File: config.mk
export PLATFORM = sky130hd
export DESIGN_NAME = sha256_digest_serializer
export DESIGN_NICKNAME = d
export VERILOG_FILES = /design/src/rtl/sha256_digest_serializer.sv
export SDC_FILE = /design/constraint.sdc
export NUM_CORES = 1
export LEC_CHECK = 0
export BUFFER_PORTS_ARGS = -buffer_cell sky130_fd_sc_hd__buf_2
export CORE_AREA = 2 2 207 209
export DETAILED_ROUTE_END_ITERATION = 6
export DIE_AREA = 0 0 209 211
export GPL_TIMING_DRIVEN = 0
export PLACE_DENSITY_LB_ADDON = 0.2
export SYNTH_ARGS = -nofsm -noshare
export SYNTH_HDL_FRONTEND = slang
export SYNTH_SLANG_ARGS = --single-unit
File: constraint.sdc
create_clock -name clk -period 21.1 [get_ports clk]
set_input_delay 1.055 -clock clk [delete_from_list [all_inputs] [get_ports clk]]
set_output_delay 1.055 -clock clk [all_outputs]
set_load 0.02 [all_outputs]
File: src/rtl/sha256_digest_serializer.sv
// sha256_digest_serializer: streams a captured SHA-256 digest as 32 raw bytes or 64 ASCII hex characters
module sha256_digest_serializer #(
  parameter bit ASCII_LOWER = 1'b1
) (
  input  logic         clk,
  input  logic         rst,
  input  logic [255:0] hash_in,
  input  logic         hash_done,
  input  logic         hex_mode,
  output logic [7:0]   dout,
  output logic         dout_valid,
  input  logic         dout_ready,
  output logic         dout_last,
  output logic         busy,
  output logic         overrun
);
  typedef enum logic {IDLE, SEND} state_t;
  state_t state_q, state_d;
  logic [255:0] shadow_q, shadow_d;
  logic [5:0] idx_q, idx_d;
  logic mode_q, mode_d;
  logic done_prev_q;
  logic overrun_q, overrun_d;
  logic rise, xfer, last;
  logic [7:0] raw_base, hex_base, raw_byte, hex_char;
  logic [3:0] nib;
  // MSB-first byte/nibble selection; raw index never exceeds 31, so only its low 5 bits matter
  assign raw_base = 8'd255 - {idx_q[4:0], 3'b000};
  assign hex_base = 8'd255 - {idx_q, 2'b00};
  assign raw_byte = shadow_q[raw_base -: 8];
  assign nib      = shadow_q[hex_base -: 4];
  assign hex_char = (nib < 4'd10) ? 8'h30 + {4'h0, nib}
                                  : (ASCII_LOWER ? 8'h57 : 8'h37) + {4'h0, nib};
  assign dout_valid = (state_q == SEND);
  assign busy       = dout_valid;
  assign last       = mode_q ? (idx_q == 6'd63) : (idx_q == 6'd31);
  assign dout_last  = dout_valid && last;
  assign dout       = dout_valid ? (mode_q ? hex_char : raw_byte) : 8'h00;
  assign overrun    = overrun_q;
  assign rise       = hash_done && !done_prev_q;
  assign xfer       = dout_valid && dout_ready;
  // next state: capture when idle or on the final transfer, otherwise advance and flag dropped edges
  always_comb begin
    state_d   = state_q;
    shadow_d  = shadow_q;
    idx_d     = idx_q;
    mode_d    = mode_q;
    overrun_d = overrun_q;
    if (rise && (!dout_valid || (xfer && dout_last))) begin
      state_d  = SEND;
      shadow_d = hash_in;
      mode_d   = hex_mode;
      idx_d    = 6'd0;
    end else begin
      overrun_d = overrun_q | rise;
      if (xfer) begin
        state_d = dout_last ? IDLE : SEND;
        idx_d   = dout_last ? idx_q : idx_q + 6'd1;
      end
    end
  end
  // state registers with asynchronous reset
  always_ff @(posedge clk or posedge rst) begin
    if (rst) begin
      state_q     <= IDLE;
      shadow_q    <= '0;
      idx_q       <= '0;
      mode_q      <= 1'b0;
      done_prev_q <= 1'b0;
      overrun_q   <= 1'b0;
    end else begin
      state_q     <= state_d;
      shadow_q    <= shadow_d;
      idx_q       <= idx_d;
      mode_q      <= mode_d;
      done_prev_q <= hash_done;
      overrun_q   <= overrun_d;
    end
  end
endmodule

# After elaboration in Yosys (flattened, before gate mapping)
# Index checks and enable logic that the tools add are counted.
[word_totals] reg_bits=266 latchBits=0 ram_bits=0 romBits=0 in_bits=261 out_inout_bits=12 memories=0
[classes] addsub=5 mul=0 div=0 n_lt_le_gt_ge=1 n_eq_ne=3 shifts=2 muxes=10 bitwise_logic=1 reduce_logical=10
[op_table] operator="indexed part select 263 x 9 -> 8 bit" n=1
[op_table] operator="indexed part select 259 x 9 -> 4 bit" n=1
[op_table] operator="two-way mux 8 bit" n=3
[op_table] operator="two-way mux 6 bit" n=3
[op_table] operator="subtractor 8 bit, first input constant" n=2
[op_table] operator="adder 7 x 4 -> 8 bit, first input constant" n=1
[op_table] operator="adder 6 x 4 -> 7 bit, first input constant" n=1
[op_table] operator="adder 6 x 1 -> 6 bit, second input constant" n=1
[op_table] operator="== test 6 x 5 -> 1 bit, second input constant" n=1
[op_table] operator="== test 6 bit, second input constant" n=1
[op_table] operator="logical AND 1 bit" n=5
[op_table] operator="< comparator 4 bit, second input constant" n=1
[op_table] operator="two-way mux 1 bit" n=4
[op_table] operator="logical NOT 1 bit" n=2
[op_table] operator="!= test 2 x 1 -> 1 bit, second input constant" n=1
[op_table] operator="AND reduction 2 bit" n=1
[op_table] operator="nonzero test 2 bit" n=1
[op_table] operator="logical OR 1 bit" n=1
[op_table] operator="OR 1 bit" n=1

# Logic depth before layout (Yosys ltp)
# Gate-level depths: netlist of run 1.
[depth] depth_word=8 ltp_mapped=13 mapped_depth_nobuf=8

# Worst setup path after synthesis of run 1
# No wires, ideal clock.
[synth_timing] kind="register to output" start="reg idx_q[0]" end="out dout[2]" arrival_ps=2783 t_required_ps=20045 slack_ps=17262 path_stages_with_launch=10 n_path_buf=3 path_cell_list="dfrtp_1 -> buf_6 -> buf_4 -> buf_6 -> mux4_2 -> mux4_2 -> o221ai_2 -> ha_1 -> nand4b_1 -> a31oi_1"
[synth_via] elab_chain_cells=6 word_cells_on_any_way=10 cone_classes="add/sub (4); order compare (1); shift (2); mux (3)"
[synth_rtl] element="start, declared" line="20" rtl="logic [5:0] idx_q, idx_d;"
[synth_rtl] element="start signal, assigned" line="74" rtl="idx_q <= idx_d;"
[synth_rtl] element="subtractor 8 bit" line="29" rtl="assign hex_base = 8'd255 - {idx_q, 2'b00};"
[synth_rtl] element="indexed part select 259 x 9 -> 4 bit" line="31" rtl="assign nib = shadow_q[hex_base -: 4];"
[synth_rtl] element="adder 7 x 4 -> 8 bit (tied with other cells)" line="33" rtl=": (ASCII_LOWER ? 8'h57 : 8'h37) + {4'h0, nib};"
[synth_rtl] element="two-way mux 8 bit" line="32" rtl="assign hex_char = (nib < 4'd10) ? 8'h30 + {4'h0, nib}"
[synth_rtl] element="two-way mux 8 bit * (2 in a row)" line="38" rtl="assign dout = dout_valid ? (mode_q ? hex_char : raw_byte) : 8'h00;"
[synth_rtl] element="end, declared" line="10" rtl="output logic [7:0] dout,"
# Every way passes the cells marked *; elsewhere a longest branch is shown, timed or not.

# Worst setup path after layout of run 1
[layout_timing] start="reg idx_q[1]" end="out dout[7]"
[layout_via] elab_chain_cells=6 word_cells_on_any_way=9 cone_classes="add/sub (3); order compare (1); shift (2); mux (3)"
[layout_rtl] element="subtractor 8 bit" line="29"
[layout_rtl] element="indexed part select 259 x 9 -> 4 bit" line="31"
[layout_rtl] element="adder 7 x 4 -> 8 bit or < comparator 4 bit (tied branches)" line="33, 32"
[layout_rtl] element="two-way mux 8 bit" line="32"
[layout_rtl] element="two-way mux 8 bit * (2 in a row)" line="38"
# Marks and branches as above.

==> metrics.md, run 1 <==
| Metric | Value |
|---|---|
| CTS Root Cell | clkbuf_16 |
| Layout cells sized above 1 | 0.291 |
| Via count | 12.4k |
| First drt pass iteration count | 5 |
| Synthesized cell area | 14,400 µm² |
| Setup CP Type | flip-flop to output pin |
| Worst Reg2Reg Path Length in Cells | 10 |
| Vias per cell | 5.34 |
| Die Y | 211 µm |
| Fin nets | 2,034 |
| CTS Hold Bufs | 0 |
| Max_cap viols | 0 |
| Most used routing layer | met2 |
| Pin count of the biggest net entering global routing | 123 |
| Post-synth EDFFs | 0 |
| Synth Register Bits | 266 |
| Grt met3 use | 0.0483 |
| Clk_lat worst skew | 0.59 ns |
| Setup Fix Bufs, Post-CTS | 0 |
| Path type of the worst min-delay path | input pin to async pin |
| CORE AREA | 41,800 µm² |
| CTS tree | built |
| Mean Syn Cell Area | 9.86 µm² |
| Chip width | 209 µm |
| H-tree levels | 1 |
| Sequential share of the synthesized area | 0.461 |
| GP Congestion | 0.947 |
| Status | complete, no violations |
| Post-synth ARST share | 1.00 |
| Crit path capture type | output pin |
| Slew at the pin closest to its max-slew limit | 1.17 ns |
| Fin crit share | 0.279 |
| Cell variety after synth | 52 |
| Post-Syn Nets | 1,728 |
| Row count | 75 |
| Post-Synthesis Cells | 1,465 |
| Clock Path Buffers | 3 |
| First-pass GRT wire length | 81,200 µm |
| CP max FO | 10 |
| Grt ovf | 0 |
| Ys flop type | dfrtp_1 |
| Met1 track utilization from global routing | 0.360 |
| Area Overhead vs Synth | 21.1% |
| Final Setup Violations | 0 |
| Clk sinks | 266 |
| Initial antenna violation count | 0 |
| HPWL Detailed | 42,400 µm |
| Clock-pin transition on the worst setup and hold timing paths | 0.06 ns |
| I/O pin count | 273 |
| WL per Instance | 24.0 µm |
| Minimum clock period | 5.88 ns |
| Synth Warn # | 0 |
| Final ANT Viol Nets | 0 |
| Port Buffers | 272 |
| DR iter-0 viols | 1,270 |
| GRT Total Usage | 0.253 |
| Remaining DRCs | 0 |
| Met2 Usage GRT | 0.402 |
| Cts bufs inserted | 30 |
| FMAX | 0.170 GHz |
| CP arrival | 4.83 ns |
| Final Hold Vio Count | 0 |
| WP data required | 20.05 ns |
| RSZ-0062 raised after global routing | no |
| R2R setup slack | 17.54 ns |
| Slew headroom | 0.221 |
| Final wirelength | 55,900 µm |
| Hold slack | 0.482 ns |
| Final TNS setup | 0 ns |
| Die Area | 44,100 µm² |
| Clock skew | 0.0184 ns |
| Initial Utilization | 0.346 |
| Vias in the first global route | 12.5k |
| Cts repair resizes | 0 |
| PwrDens | 157 nW/µm² |
| CP Launch Type | flip-flop |
| Leak Pwr | 8.75 nW |
| Final slew viol count | 0 |
| Peak supply drop | 0.0000797 V |
## flip-flops by register name, summed over array words and instances, names as in the netlist
signal and flops:
busy 1, done_prev_q 1, idx_q 6, mode_q 1, overrun 1, shadow_q 256
## per-stage QoR
stage	total power, W	worst slack, ns	cells	util	instance area (µm²)
final	0.00274	15.22	2332	0.419	17500
after global routing	0.00287	15.14	2331	0.419	17500
after CTS	0.00272	15.36	2331	0.419	17500
after detailed placement	0.00220	15.98	2278	0.396	16500
after global placement	0.00218	9.54	2276	0.395	16500
after floorplan	0.00174	12.72	1465	-	14400
## cells by family (layout without fill, tap and decap cells)
kind of cell | Yosys count | after routing | synth area share
fa+ha+maj | 2 | 2 | 0.00173
simple gates | 851 | 851 | 0.227
xor+xnor | 6 | 6 | 0.00364
mux | 164 | 164 | 0.234
other cells | 0 | 1 | 0
compound gates | 62 | 62 | 0.0303
flops | 266 | 266 | 0.461
buf+inv | 114 | 441 | 0.0428
## synth_stat cells, types with 2 or more instances
master,number,area [µm²]
nand2b_1,8,50.1
a211oi_2,2,25.0
xnor2_1,5,43.8
buf_1,4,15.0
mux4_2,138,3110
a22oi_1,2,15.0
o22ai_1,11,68.8
a21oi_1,10,50.1
buf_4,7,52.6
nand2_1,785,2950
o21ai_0,11,55.1
mux2_2,6,67.6
o221ai_1,7,61.3
clkbuf_1,53,199
buf_6,10,113
or3_1,2,12.5
dfrtp_1,266,6660
and3_1,2,12.5
ha_1,2,25.0
buf_8,5,75.1
nor2_1,25,93.8
nor2b_1,5,31.3
and2_1,3,18.8
inv_1,7,26.3
nor3_1,6,30.0
a31oi_1,4,25.0
mux2i_1,20,200
buf_2,26,130
nand4_1,3,18.8
nand3_1,8,40.0
## worst paths after layout
check,from,endpoint
max,idx_q[1]$_DFFE_PP0P_,dout[7]
min,rst,shadow_q[108]$_DFFE_PP0N_
max reg2reg,idx_q[1]$_DFFE_PP0P_,shadow_q[131]$_DFFE_PP0N_
min reg2reg,overrun$_DFFE_PP0P_,overrun$_DFFE_PP0P_
max in group asynchronous,rst,shadow_q[41]$_DFFE_PP0N_
min in group clk,overrun$_DFFE_PP0P_,overrun$_DFFE_PP0P_
## worst max-delay path: stages (launching register included)
cell      delay (ns)
dfrtp_1         0.53
buf_4           0.31
buf_6           0.24
buf_6           0.21
clkbuf_1        0.87
nand2_1         0.58
o221ai_1        0.50
o22ai_1         0.15
nor3_1          0.26
nor2_1          0.08
nor2_1          0.27
buf_2           0.24
## power breakdown
| group | switching [W] | internal, W |
|---|---|---|
| Sequential | 0.000219 | 0.000744 |
| Clock | 0.000222 | 0.000292 |
| Combinational | 0.000679 | 0.000583 |
| Total | 0.00112 | 0.00162 |
## routing by layer
layer  share of wire  up-vias
li1                -     5539
met1            0.44     6234
met2            0.46      598
met3           0.085       76
met4           0.023        0
met5               0        -
## placed cells by master, fill, tap and decap left out, types with 5 or more instances in the layout
cell type / netlist / final
a21oi_1: 10 / 10
buf_2: 26 / 298
buf_4: 7 / 7
buf_6: 10 / 10
buf_8: 5 / 5
clkbuf_1: 53 / 59
clkbuf_16: 0 / 31
clkbuf_8: 0 / 7
dfrtp_1: 266 / 266
inv_1: 7 / 6
mux2_2: 6 / 6
mux2i_1: 20 / 20
mux4_2: 138 / 138
nand2_1: 785 / 785
nand2b_1: 8 / 8
nand3_1: 8 / 8
nor2_1: 25 / 25
nor2b_1: 5 / 5
nor3_1: 6 / 6
o21ai_0: 11 / 11
o221ai_1: 7 / 7
o22ai_1: 11 / 11
xnor2_1: 5 / 5
## area by class of cell
type | count | area, µm²
diodes | 1 | 2.50
plain buffers | 105 | 584
clock buffers | 44 | 895
clock inverters | 9 | 58.8
fillers | 4236 | 24300
inverters | 9 | 41.3
multi-input cells | 1085 | 7170
flip-flops and latches | 266 | 6660
well taps | 539 | 674
repair buffers | 274 | 1420
Note: power is estimated with default switching activity, not from simulation.
==> run 2, diff against run 1 <==
--- a/config.mk
+++ b/config.mk
@@ -5,10 +5,11 @@
 export SDC_FILE = /design/constraint.sdc
 export NUM_CORES = 1
 export LEC_CHECK = 0
+export ABC_AREA = 1
 export BUFFER_PORTS_ARGS = -buffer_cell sky130_fd_sc_hd__buf_2
-export CORE_AREA = 2 2 207 209
+export CORE_AREA = 2 2 208 210
 export DETAILED_ROUTE_END_ITERATION = 6
-export DIE_AREA = 0 0 209 211
+export DIE_AREA = 0 0 210 212
 export GPL_TIMING_DRIVEN = 0
 export PLACE_DENSITY_LB_ADDON = 0.2
 export SYNTH_ARGS = -nofsm -noshare
==> constraint.sdc (replaced) <==
create_clock -name clk -period 5.1 [get_ports clk]
set_input_delay 0.255 -clock clk [delete_from_list [all_inputs] [get_ports clk]]
set_output_delay 0.255 -clock clk [all_outputs]
set_load 0.02 [all_outputs]
==> run 2 against run 1 <==
  * Critical path depth is 2 lower
  * Cell area is 17% higher
  * Die area is 0.95% higher
  * Clock power grew to 4.7 times the previous value
  * Routed wire length is 45% higher
  * Hold slack worse by 0.39 ns
  * Combinational power grew to 5.3 times the previous value
  * Clock skew is 0.0054 ns lower
  * Flip-flop and latch count stayed put
  * Non-clock buffer count is 305 higher
==> metrics.md, run 2 <==
| Metric | Value |
|---|---|
| Post-Synthesis Cells | 2,051 (+40%) |
| Max reg flops | 256 (unchanged) |
| Slew at the pin closest to its max-slew limit | 1.30 ns (+0.129 ns) |
| CTS Root Cell | clkbuf_16 |
| GRT Total Usage | 0.363 (+0.111) |
| Die Area | 44,500 µm² (+0.95%) |
| Psw | 0.00642 W (+470%) |
| Path type of the worst min-delay path | input pin to flip-flop |
| Synth Warn # | 0 (unchanged) |
| Top reg by flops | shadow_q |
| Clk sinks | 266 (unchanged) |
| Clk_lat worst skew | 0.58 ns (about the same) |
| FMAX | 0.226 GHz |
| Post-Syn Nets | 2,314 (+34%) |
| CORE AREA | 42,500 µm² (+1.8%) |
| CP top delay family | buffers and inverters |
| Clock Path Buffers | 3 (unchanged) |
| Sequential share of the synthesized area | 0.454 (-0.00649) |
| Storage cell area | 6660 µm² (unchanged) |
| I/O pin count | 273 (unchanged) |
| Initial Utilization | 0.345 (-0.00122) |
| Cts bufs inserted | 30 (unchanged) |
| Area Overhead vs Synth | 40.1% |
| Cts repair resizes | 0 (unchanged) |
| Remaining DRCs | 0 (unchanged) |
| Die Y | 212 µm (+0.47%) |
| First-pass GRT wire length | 117,000 µm (+44%) |
| Most frequent cell after synthesis | nand2_1 |
| Final Hold Vio Count | 0 (unchanged) |
| Layout cells sized above 1 | 0.177 (-0.115) |
| CP max FO | 10 (unchanged) |
| FF-to-FF End | shadow_q[59]$_DFFE_PP0N_ |
| Peak supply drop | 0.000364 V (+360%) |
| Port Buffers | 272 (unchanged) |
| Critical path, cell by cell | buf_2, clkinv_1, clkbuf_1, clkbuf_1, a21oi_1, a31oi_1, o21ai_1, a21oi_1, buf_2 |
| Via count | 17.5k (+40%) |
| Clock power frac | 0.188 (about the same) |
| PwrDens | 631 nW/µm² (+300%) |
| Final ANT Viol Nets | 0 (unchanged) |
| Synth area leaders | dfrtp_1 (45%), nand2_1 (20%), o21ai_0 (8.6%) |
| Registers with the most flip-flops | shadow_q x256, idx_q x6 |
| Post-synth EDFFs | 0 (unchanged) |
| Most instantiated cells after synthesis | nand2_1 (785), dfrtp_1 (266), o21ai_0 (252), nand3_1 (194), inv_1 (161) |
| Switching share of total power | 0.495 (+0.0863) |
| Seq pwr share | 0.296 (-0.056) |
| CP Launch Type | flip-flop |
| Cell Int Power | 0.00655 W (+300%) |
| Most frequent cells in the layout | nand2_1 (785), buf_2 (373), dfrtp_1 (266) |
| Clock-pin transition on the worst setup and hold timing paths | 0.07 ns (about the same) |
| Final Setup Violations | 0 (unchanged) |
| Grt ovf | 0 (unchanged) |
| Vias per cell | 5.47 (+2.4%) |
| Status | complete, no violations |
| Leak Pwr | 10.2 nW (+17%) |
| Crit-path max cell delay | 0.76 ns (-0.11 ns) |
| Minimum clock period | 4.43 ns |
| Cell variety after synth | 34 (-35%) |
| Pin count of the biggest net entering global routing | 44 (-64%) |
| Setup CP Type | flip-flop to output pin |
| Design Area, Final | 20,500 µm² (+17%) |
| GP Congestion | 1.00 (+5.9%) |
| Top cell type by total area after synthesis | dfrtp_1 |
| Yosys top cell area share | 0.454 (-0.00649) |
| First drt pass iteration count | 6 (+1) |
| Logic pwr share | 0.516 (+0.055) |
| Worst Min Path Start | dout_ready |
| Vias in the first global route | 17.3k (+38%) |
| DR iter-0 viols | 1,953 (+54%) |
| Synthesized cell area | 14,700 µm² (+1.4%) |
| Worst r2r src | mode_q$_DFFE_PP0N_ |
| R2R setup slack | 2.22 ns (-15.32 ns) |
| WP data required | 4.85 ns (-15.20 ns) |
| Final wirelength | 81,200 µm (+45%) |
| Post-synth ARST share | 1.00 (unchanged) |
| Commonest non-fill, non-tap cell in the layout | nand2_1 |
| Synth Register Bits | 266 (unchanged) |
| Row count | 76 (+1.3%) |
| HPWL Detailed | 57,900 µm (+36%) |
| Final slew viol count | 0 (unchanged) |
| Final TNS setup | 0 ns (unchanged) |
| Fin nets | 2,883 (+42%) |
| Clock skew | 0.0130 ns (-0.00541 ns) |
| Ys flop type | dfrtp_1 |
| Initial antenna violation count | 1 (+1) |
| H-tree levels | 1 (unchanged) |
| Area taken by multi-input logic gates | 6610 µm² (-7.9%) |
| Worst Reg2Reg Path Length in Cells | 12 (+2) |
| Max_cap viols | 0 (unchanged) |
| RSZ-0062 raised after global routing | no |
| CTS tree | built |
| Fill count | 4,203 (-0.78%) |
| Area after DPL | 16,800 µm² (+1.7%) |
| Critical-path top delay cell | clkbuf_1 |
| Core Util, Final | 0.483 (+0.0640) |
| Worst hold stages | 4 |
| CP arrival | 4.17 ns (-0.66 ns) |
| WL per Instance | 25.4 µm (+6.0%) |
| Mean Syn Cell Area | 7.15 µm² (-28%) |
| Slew headroom | 0.135 (-0.0857) |
| Chip width | 210 µm (+0.48%) |
| Fin crit share | 0.868 |
| CP bufs+invs | 5 (unchanged) |
| Min-Delay Endpoint | busy$_DFFE_PP0P_ |
| Hold slack | 0.0887 ns (-0.393 ns) |
| Crit path capture type | output pin |
## run 2: cell types whose count changed after synthesis, sizes merged, moves of 11 or more
cell	previous run	this run
a21oi	10	46
buf	52	126
clkbuf	53	21
inv	8	167
mux2i	20	0
mux4	138	0
nand3	8	194
nor2	25	53
o211ai	0	78
o21ai	11	269
o22ai	11	0
or2	1	12
## run 2: worst max-delay path by stage
stage | start | end | cells after the start
6_report | idx_q[3]$_DFFE_PP0P_ | dout[7] | 9
5_1_grt | idx_q[3]$_DFFE_PP0P_ | dout[7] | 9
4_1_cts | idx_q[3]$_DFFE_PP0P_ | dout[7] | 9
3_5_place_dp | idx_q[3]$_DFFE_PP0P_ | dout[7] | 9
3_3_place_gp | rst | shadow_q[231]$_DFFE_PP0N_ | 2
2_1_floorplan | rst | busy$_DFFE_PP0P_ | 1
## run 2: cell families after synthesis
kind of cell               count (synthesis)  synth area share
DFF                                      266             0.454
and+or+nand+nor                         1054             0.290
AOI/OAI and AO/OA                        413             0.159
buffers and inverters                    316            0.0949
adders and majority gates                  2           0.00171
## run 2: layout make-up
| type | instances | share of cell area |
|---|---|---|
| multi-input combinational | 1469 | 0.322 |
| antenna | 3 | 0.000366 |
| inverter | 169 | 0.0311 |
| sequential | 266 | 0.324 |
| clock inverter | 13 | 0.0109 |
| buffer | 147 | 0.0369 |
| clock buffer | 43 | 0.0434 |
| tap | 546 | 0.0333 |
| timing repair buffer | 537 | 0.198 |
## run 2: worst min-delay path: stages
cell and delay [ns]:
buf_2 0.11, inv_1 0.11, o21ai_2 0.10, nand2_1 0.06
## run 2: stage by stage
stage               power, W  instances  worst slack (ns)
floorplan            0.00718       2051              1.33
CTS                   0.0127       3190             0.811
global placement      0.0100       2869            -0.362
global route          0.0136       3190             0.730
detailed placement    0.0101       2875              1.45
finish                0.0130       3193             0.674
## run 2: routing by layer
| metal | wire length, µm | GRT usage |
|---|---|---|
| met1 | 34700 | 0.502 |
| met2 | 35500 | 0.565 |
| met3 | 7230 | 0.0601 |
| met4 | 3740 | 0.155 |
| met5 | 0 | 0 |
## run 2: power by group through the flow
stage                     clock network [W]  logic (W)  registers (W)
after floorplan                           0    0.00369        0.00349
after global placement                    0    0.00622        0.00382
after CTS                           0.00246    0.00643        0.00379
after detailed placement                  0    0.00625        0.00382
final                               0.00244    0.00669        0.00383
after global routing                0.00254    0.00709        0.00392
## run 2: timing repair
item | in CTS | in global routing
hold endpoints to repair | 288 | 0
hold buffers | 259 | 0
setup buffers | 0 | 0
setup endpoints to repair | 0 | 0
